**src/rtl/uart_rx_fifo.sv**
```systemverilog
// ---------------------------------------------------------------------------
// uart_rx_fifo : parametrised UART receiver feeding a show-ahead RX FIFO. Rev 1.0
// ---------------------------------------------------------------------------
`default_nettype none

module uart_rx_fifo #(
    parameter int CLKS_PER_BIT = 2604,
    parameter int DATA_BITS    = 8,
    parameter int PARITY       = 0,
    parameter int STOP_BITS    = 1,
    parameter int FIFO_DEPTH   = 4
) (
    input  logic                        clk,
    input  logic                        sys_rst_n,
    input  logic                        uart_rx,
    input  logic                        rd_en,
    input  logic                        clr_err,
    output logic [DATA_BITS-1:0]        rx_data,
    output logic                        rx_empty,
    output logic                        rx_full,
    output logic [$clog2(FIFO_DEPTH):0] fifo_count,
    output logic                        frame_err,
    output logic                        parity_err,
    output logic                        overrun,
    output logic                        busy
);
    localparam int CW = $clog2(CLKS_PER_BIT);
    localparam int BW = $clog2(DATA_BITS);
    localparam int AW = $clog2(FIFO_DEPTH);

    localparam logic [CW-1:0] C_MID   = CW'(CLKS_PER_BIT / 2 - 1);
    localparam logic [CW-1:0] C_LAST  = CW'(CLKS_PER_BIT - 1);
    localparam logic [BW-1:0] C_DLAST = BW'(DATA_BITS - 1);
    localparam logic [BW-1:0] C_SLAST = BW'(STOP_BITS - 1);
    localparam logic          C_ODD   = (PARITY == 2);

    localparam logic [2:0] S_IDLE   = 3'd0;
    localparam logic [2:0] S_START  = 3'd1;
    localparam logic [2:0] S_DATA   = 3'd2;
    localparam logic [2:0] S_PARITY = 3'd3;
    localparam logic [2:0] S_STOP   = 3'd4;
    localparam logic [2:0] S_BREAK  = 3'd5;

    logic                 sync1_q, sync2_q, rx_s;
    logic [2:0]           state_q, state_d;
    logic [CW-1:0]        cnt_q, cnt_d;
    logic [BW-1:0]        bitcnt_q, bitcnt_d;
    logic [DATA_BITS-1:0] shift_q, shift_d;
    logic                 perr_q, perr_d;
    logic                 sbad_q, sbad_d;

    logic [DATA_BITS-1:0] mem_q [FIFO_DEPTH];
    logic [AW-1:0]        wr_ptr_q, rd_ptr_q;
    logic [AW:0]          count_q;
    logic                 frame_err_q, parity_err_q, overrun_q;

    logic bit_end, stop_sample, frame_ok, push_req, push, pop, full;
    logic set_ferr, set_perr, set_ovr;

    assign rx_s    = sync2_q;
    assign bit_end = (cnt_q == C_LAST);
    assign full    = (count_q == (AW+1)'(FIFO_DEPTH));

    // State register and receive datapath
    always_ff @(posedge clk or negedge sys_rst_n) begin
        if (!sys_rst_n) begin
            sync1_q  <= 1'b1;
            sync2_q  <= 1'b1;
            state_q  <= S_IDLE;
            cnt_q    <= '0;
            bitcnt_q <= '0;
            shift_q  <= '0;
            perr_q   <= 1'b0;
            sbad_q   <= 1'b0;
        end else begin
            sync1_q  <= uart_rx;
            sync2_q  <= sync1_q;
            state_q  <= state_d;
            cnt_q    <= cnt_d;
            bitcnt_q <= bitcnt_d;
            shift_q  <= shift_d;
            perr_q   <= perr_d;
            sbad_q   <= sbad_d;
        end
    end

    // Next-state logic; the baud counter restarts on every state change
    always_comb begin
        state_d  = state_q;
        cnt_d    = cnt_q + CW'(1);
        bitcnt_d = bitcnt_q;
        shift_d  = shift_q;
        perr_d   = perr_q;
        sbad_d   = sbad_q;
        case (state_q)
            S_IDLE: begin
                cnt_d    = '0;
                bitcnt_d = '0;
                perr_d   = 1'b0;
                sbad_d   = 1'b0;
                if (!rx_s) state_d = S_START;
            end
            S_START: begin
                if (cnt_q == C_MID) begin
                    cnt_d   = '0;
                    state_d = rx_s ? S_IDLE : S_DATA;
                end
            end
            S_DATA: begin
                if (bit_end) begin
                    cnt_d    = '0;
                    shift_d  = {rx_s, shift_q[DATA_BITS-1:1]};
                    bitcnt_d = bitcnt_q + BW'(1);
                    if (bitcnt_q == C_DLAST) begin
                        bitcnt_d = '0;
                        state_d  = (PARITY != 0) ? S_PARITY : S_STOP;
                    end
                end
            end
            S_PARITY: begin
                if (bit_end) begin
                    cnt_d   = '0;
                    perr_d  = (^shift_q) ^ rx_s ^ C_ODD;
                    state_d = S_STOP;
                end
            end
            S_STOP: begin
                if (bit_end) begin
                    cnt_d    = '0;
                    bitcnt_d = bitcnt_q + BW'(1);
                    if (!rx_s) sbad_d = 1'b1;
                    if (bitcnt_q == C_SLAST) begin
                        bitcnt_d = '0;
                        state_d  = (sbad_q || !rx_s) ? S_BREAK : S_IDLE;
                    end
                end
            end
            S_BREAK: begin
                cnt_d = '0;
                if (rx_s) state_d = S_IDLE;
            end
            default: begin
                cnt_d   = '0;
                state_d = S_IDLE;
            end
        endcase
    end

    // Output decode: frame disposition and status
    always_comb begin
        stop_sample = (state_q == S_STOP) && bit_end;
        frame_ok    = stop_sample && (bitcnt_q == C_SLAST) && rx_s && !sbad_q;
        push_req    = frame_ok && !perr_q;
        push        = push_req && (!full || rd_en);
        set_ferr    = stop_sample && !rx_s;
        set_perr    = frame_ok && perr_q;
        set_ovr     = push_req && full && !rd_en;
        busy        = (state_q != S_IDLE);
    end

    assign pop = rd_en && (count_q != '0);

    // A push into a full FIFO alongside a pop lands in the slot being freed
    always_ff @(posedge clk or negedge sys_rst_n) begin
        if (!sys_rst_n) begin
            for (int i = 0; i < FIFO_DEPTH; i++) mem_q[i] <= '0;
            wr_ptr_q <= '0;
            rd_ptr_q <= '0;
            count_q  <= '0;
        end else begin
            if (push) begin
                mem_q[wr_ptr_q] <= shift_q;
                wr_ptr_q        <= wr_ptr_q + AW'(1);
            end
            if (pop) rd_ptr_q <= rd_ptr_q + AW'(1);
            count_q <= count_q + {{AW{1'b0}}, push} - {{AW{1'b0}}, pop};
        end
    end

    always_ff @(posedge clk or negedge sys_rst_n) begin
        if (!sys_rst_n) begin
            frame_err_q  <= 1'b0;
            parity_err_q <= 1'b0;
            overrun_q    <= 1'b0;
        end else begin
            frame_err_q  <= set_ferr | (frame_err_q  & ~clr_err);
            parity_err_q <= set_perr | (parity_err_q & ~clr_err);
            overrun_q    <= set_ovr  | (overrun_q    & ~clr_err);
        end
    end

    assign rx_data    = mem_q[rd_ptr_q];
    assign rx_empty   = (count_q == '0);
    assign rx_full    = full;
    assign fifo_count = count_q;
    assign frame_err  = frame_err_q;
    assign parity_err = parity_err_q;
    assign overrun    = overrun_q;

endmodule

`default_nettype wire

```
**config.mk**
```make
export PLATFORM = sky130hd
export DESIGN_NAME = uart_rx_fifo
export DESIGN_NICKNAME = d
export VERILOG_FILES = /design/src/rtl/uart_rx_fifo.sv
export SDC_FILE = /design/constraint.sdc
export NUM_CORES = 1
export LEC_CHECK = 0
export ABC_AREA = 1
export CORE_MARGIN = 2
export CORE_UTILIZATION = 64
export CTS_CLUSTER_SIZE = 20
export DETAILED_ROUTE_END_ITERATION = 7
export PLACE_DENSITY_LB_ADDON = 0.1
export SYNTH_ARGS = -nofsm -noshare
export SYNTH_HDL_FRONTEND = slang
export SYNTH_SLANG_ARGS = --single-unit
```
**constraint.sdc**
```tcl
create_clock -name clk -period 6.1 [get_ports clk]
set_clock_uncertainty 0.2 [all_clocks]
set_input_delay 1.83 -clock clk [delete_from_list [all_inputs] [get_ports clk]]
set_output_delay 1.83 -clock clk [all_outputs]
set_load 0.005 [all_outputs]
```
==> impl_metrics.xml <==
<?xml version="1.0" encoding="UTF-8"?>
<metrics>
  <group name="detailed_routing">
    <metric name="avgRoutedWirePerCell" unit="microns">14.5</metric>
    <metric name="drt.antenna.violating_nets" unit="">0</metric>
    <metric name="detailed_routing_iteration_count_for_the_pre_antenna_repair_pass" unit="">5</metric>
    <metric name="drt-total-wl" unit="microns">8460</metric>
    <metric name="route.detailed.drc" unit="">0</metric>
    <metric name="drt_iter0_drc" unit="">269</metric>
    <metric name="post_drt_via_cell_ratio" unit="">5.71</metric>
    <metric name="via_count" unit="">3333</metric>
  </group>
  <group name="setup_path">
    <metric name="critPathTopFamily" unit="">buffers and inverters</metric>
    <metric name="reg2reg_depth" unit="">12</metric>
    <metric name="crit_end_element" unit="">output port</metric>
    <metric name="path_buf_inv" unit="">2</metric>
    <metric name="worst-path-stages" unit="">4</metric>
    <metric name="path_max_fanout" unit="">19</metric>
    <metric name="critical_path_arrival" unit="ns">2.34</metric>
    <metric name="cpMaxStageDelayCell" unit="">dfrtp_1</metric>
    <metric name="cp-start-kind" unit="">flop</metric>
    <metric name="critPathMaxStageDelay" unit="ns">0.74</metric>
    <metric name="crit_chain" unit="">inv_1, o21ai_0, o22ai_1, clkdlybuf4s50_1</metric>
    <metric name="required" unit="ns">4.07</metric>
    <metric name="worstSetupPathType" unit="">reg2out</metric>
  </group>
  <group name="cells_and_area">
    <metric name="final-seq-area" unit="sq mm">0.00180</metric>
    <metric name="count_of_nets_after_finishing" unit="">521</metric>
    <metric name="multiInputGateArea" unit="sq mm">0.00185</metric>
    <metric name="antenna_cell_count" unit="">0</metric>
    <metric name="layout.cells.most_common_list" unit="">nand2_1, dfrtp_1, nor2_1, inv_1, nand4_1</metric>
    <metric name="area_delta_synth_final" unit="%">10.5</metric>
    <metric name="final_layout_size_suffix_gt1_share" unit="%">9.63</metric>
    <metric name="layout_commonest_cell" unit="">nand2_1</metric>
    <metric name="total_of_fill_cells_in_the_finished_design" unit="">470</metric>
  </group>
  <group name="die">
    <metric name="starting_density" unit="%">66.8</metric>
    <metric name="die_x" unit="microns">82.9</metric>
    <metric name="chipHeight" unit="microns">82.9</metric>
    <metric name="placeable_area" unit="sq mm">0.00596</metric>
    <metric name="num_io_pins" unit="">22</metric>
    <metric name="die_area" unit="sq mm">0.00687</metric>
    <metric name="floorplan.rows" unit="">28</metric>
  </group>
  <group name="clocking">
    <metric name="cts_tree" unit="">built</metric>
    <metric name="cts_hold_buf" unit="">0</metric>
    <metric name="clockBufferDepth" unit="">2</metric>
    <metric name="cts-htree-levels" unit="">3</metric>
    <metric name="cts_inserted_buffers" unit="">9</metric>
    <metric name="clk_pin_slew_worst_paths" unit="ns">0.08</metric>
    <metric name="post_cts_buffers" unit="">0</metric>
    <metric name="cts_sinks" unit="">72</metric>
    <metric name="clock_latency" unit="ns">0.35</metric>
    <metric name="cts_root_buffer" unit="">clkbuf_8</metric>
    <metric name="cts_resized" unit="">0</metric>
  </group>
  <group name="power_and_ir_drop">
    <metric name="powerDensity" unit="mW/mm^2">291</metric>
    <metric name="worst_ir_drop_vdd" unit="mV">0.208</metric>
    <metric name="finalPower" unit="mW">1.28</metric>
    <metric name="power_leakage" unit="nW">2.18</metric>
  </group>
  <group name="synth">
    <metric name="yosysUniqueCellTypes" unit="">32</metric>
    <metric name="post_synth_inst_count" unit="">493</metric>
    <metric name="ys_seq_elements" unit="">72</metric>
    <metric name="ys_seq_area_share" unit="%">45.3</metric>
    <metric name="synth_enable_flop_cells" unit="">0</metric>
    <metric name="ys_dominant_reg_cell" unit="">dfrtp_1</metric>
    <metric name="synth_area_per_cell" unit="sq um">8.07</metric>
    <metric name="syn_nets" unit="">510</metric>
    <metric name="syn_area" unit="sq mm">0.00398</metric>
    <metric name="asyncSetResetFlopFracSynth" unit="%">100</metric>
    <metric name="warning_count_from_the_yosys_run" unit="">0</metric>
  </group>
  <group name="place">
    <metric name="dp_hpwl" unit="microns">5650</metric>
    <metric name="io_buffer_count" unit="">21</metric>
    <metric name="gp_routability_congestion" unit="">0.844</metric>
  </group>
  <group name="min_path">
    <metric name="min-delay-path-class" unit="">reg2reg</metric>
    <metric name="hold_path_depth" unit="">0</metric>
  </group>
  <group name="global_route">
    <metric name="overflow" unit="">0</metric>
    <metric name="grtUsageTotal" unit="%">25.8</metric>
    <metric name="grt_antenna_before_repair" unit="">0</metric>
    <metric name="grt_max_degree" unit="">48</metric>
    <metric name="grt_pass1_wl" unit="microns">14500</metric>
    <metric name="first_global_vias" unit="">3110</metric>
  </group>
  <group name="timing">
    <metric name="max_freq" unit="GHz">0.229</metric>
    <metric name="worst_max_slew_margin_expressed_relative_to_the_limit" unit="%">31.7</metric>
    <metric name="final_setup_violation_count" unit="">0</metric>
    <metric name="worst-slew-pin-transition" unit="ns">1.02</metric>
    <metric name="post-route-period-util" unit="%">71.6</metric>
    <metric name="timing.final.max_slew_violations" unit="">0</metric>
    <metric name="final_period_minus_worst_setup_slack" unit="ns">4.37</metric>
    <metric name="setup_tns_final" unit="ns">0</metric>
    <metric name="rsz0062_at_grt" unit="">no</metric>
    <metric name="hold_viol" unit="">0</metric>
  </group>
  <group name="flow_run">
    <metric name="cap_viol_max_count" unit="">0</metric>
  </group>
  <group name="status">
    <metric name="outcome" unit="">complete, no violations</metric>
  </group>
</metrics>
-- synthesized netlist by cell type, types with 4 or more instances --
| library cell | n | share of area, % |
|---|---|---|
| clkbuf_1 | 9 | 0.85 |
| nand4_4 | 5 | 2.7 |
| nor3_1 | 4 | 0.50 |
| o21ai_0 | 33 | 4.1 |
| o22ai_1 | 9 | 1.4 |
| xor2_1 | 7 | 1.5 |
| nand3_1 | 21 | 2.6 |
| nand2_1 | 151 | 14 |
| nand2_2 | 5 | 0.79 |
| buf_2 | 8 | 1.0 |
| nand4_1 | 34 | 5.3 |
| dfrtp_1 | 70 | 44 |
| nor2_1 | 46 | 4.3 |
| buf_6 | 5 | 1.4 |
| inv_2 | 7 | 0.66 |
| ha_1 | 11 | 3.5 |
| inv_1 | 44 | 4.1 |
-- report_power, final --
part | internal, mW | switching (mW) | total (mW)
logic | 0.148 | 0.145 | 0.292
clock network | 0.264 | 0.181 | 0.445
registers | 0.496 | 0.0441 | 0.540
total | 0.908 | 0.370 | 1.28
-- area by class of cell --
type | count | share of cell area, %
clock buffer | 12 | 3.76
clock inverter | 4 | 1.71
inverter | 51 | 4.35
multi-input combinational | 348 | 42.2
sequential | 72 | 41.0
tap | 75 | 2.13
timing repair buffer | 22 | 4.84
-- routing by layer --
metal | part of all wire [%] | track usage (%) | wire, microns
met5 | 0 | 0 | 0
met4 | 1.6 | 9.84 | 136
met3 | 6.8 | 4.77 | 572
met2 | 46 | 39.3 | 3920
met1 | 45 | 36.9 | 3830
-- cell families after synthesis --
group	after synthesis	synth area share (%)
xor+xnor	8	1.76
simple gates	282	34.7
buf+inv	73	8.08
flops	72	45.3
fa+ha+maj	12	3.96
compound gates	46	6.13
-- worst paths after layout --
path,endpoint,from,slack [ns]
worst min-delay path,rx_s,sync1_q,0.16
worst max register to register,fifo_count[2],cnt_q[0],2.96
max in group asynchronous,shift_q[2],sys_rst_n,3.32
min in group asynchronous,cnt_q[5],sys_rst_n,1.46
worst max-delay path,rx_data[2],rd_ptr_q[0],1.73
worst min register to register,rx_s,sync1_q,0.16
-- per-stage QoR --
stage          utilization [%]  setup WS, ns  instances  cell area [sq um]  hold slack (ns)
6_report                  73.8          1.73        584               4400            0.159
5_1_grt                   73.8          1.57        584               4400            0.166
3_5_place_dp              69.8          1.54        568               4160            0.149
4_1_cts                   73.8          1.73        584               4400            0.160
2_1_floorplan                -          2.51        493               3980            0.145
3_3_place_gp              69.8          1.61        568               4160            0.146
-- state kept, by name, indices dropped and copies added, names as in the netlist --
register / flops
parity_err: 1
cnt_q: 12
sbad_q: 1
rd_ptr_q: 2
bitcnt_q: 3
frame_err: 1
state_q: 3
wr_ptr_q: 2
overrun: 1
rx_s: 1
mem_q: 32
shift_q: 8
perr_q: 1
fifo_count: 3
sync1_q: 1
-- worst reg2reg max path: stages, from the launching register on --
cell,delay [ns]
dfrtp_1,0.40
ha_1,0.30
nand3_2,0.14
nor2_4,0.21
nand3_4,0.13
nor2_8,0.39
nand2_1,0.18
ha_1,0.33
inv_1,0.06
ha_1,0.13
inv_1,0.04
fa_1,0.37
xor2_1,0.17
No activity file was read; power rests on OpenSTA's default activity.
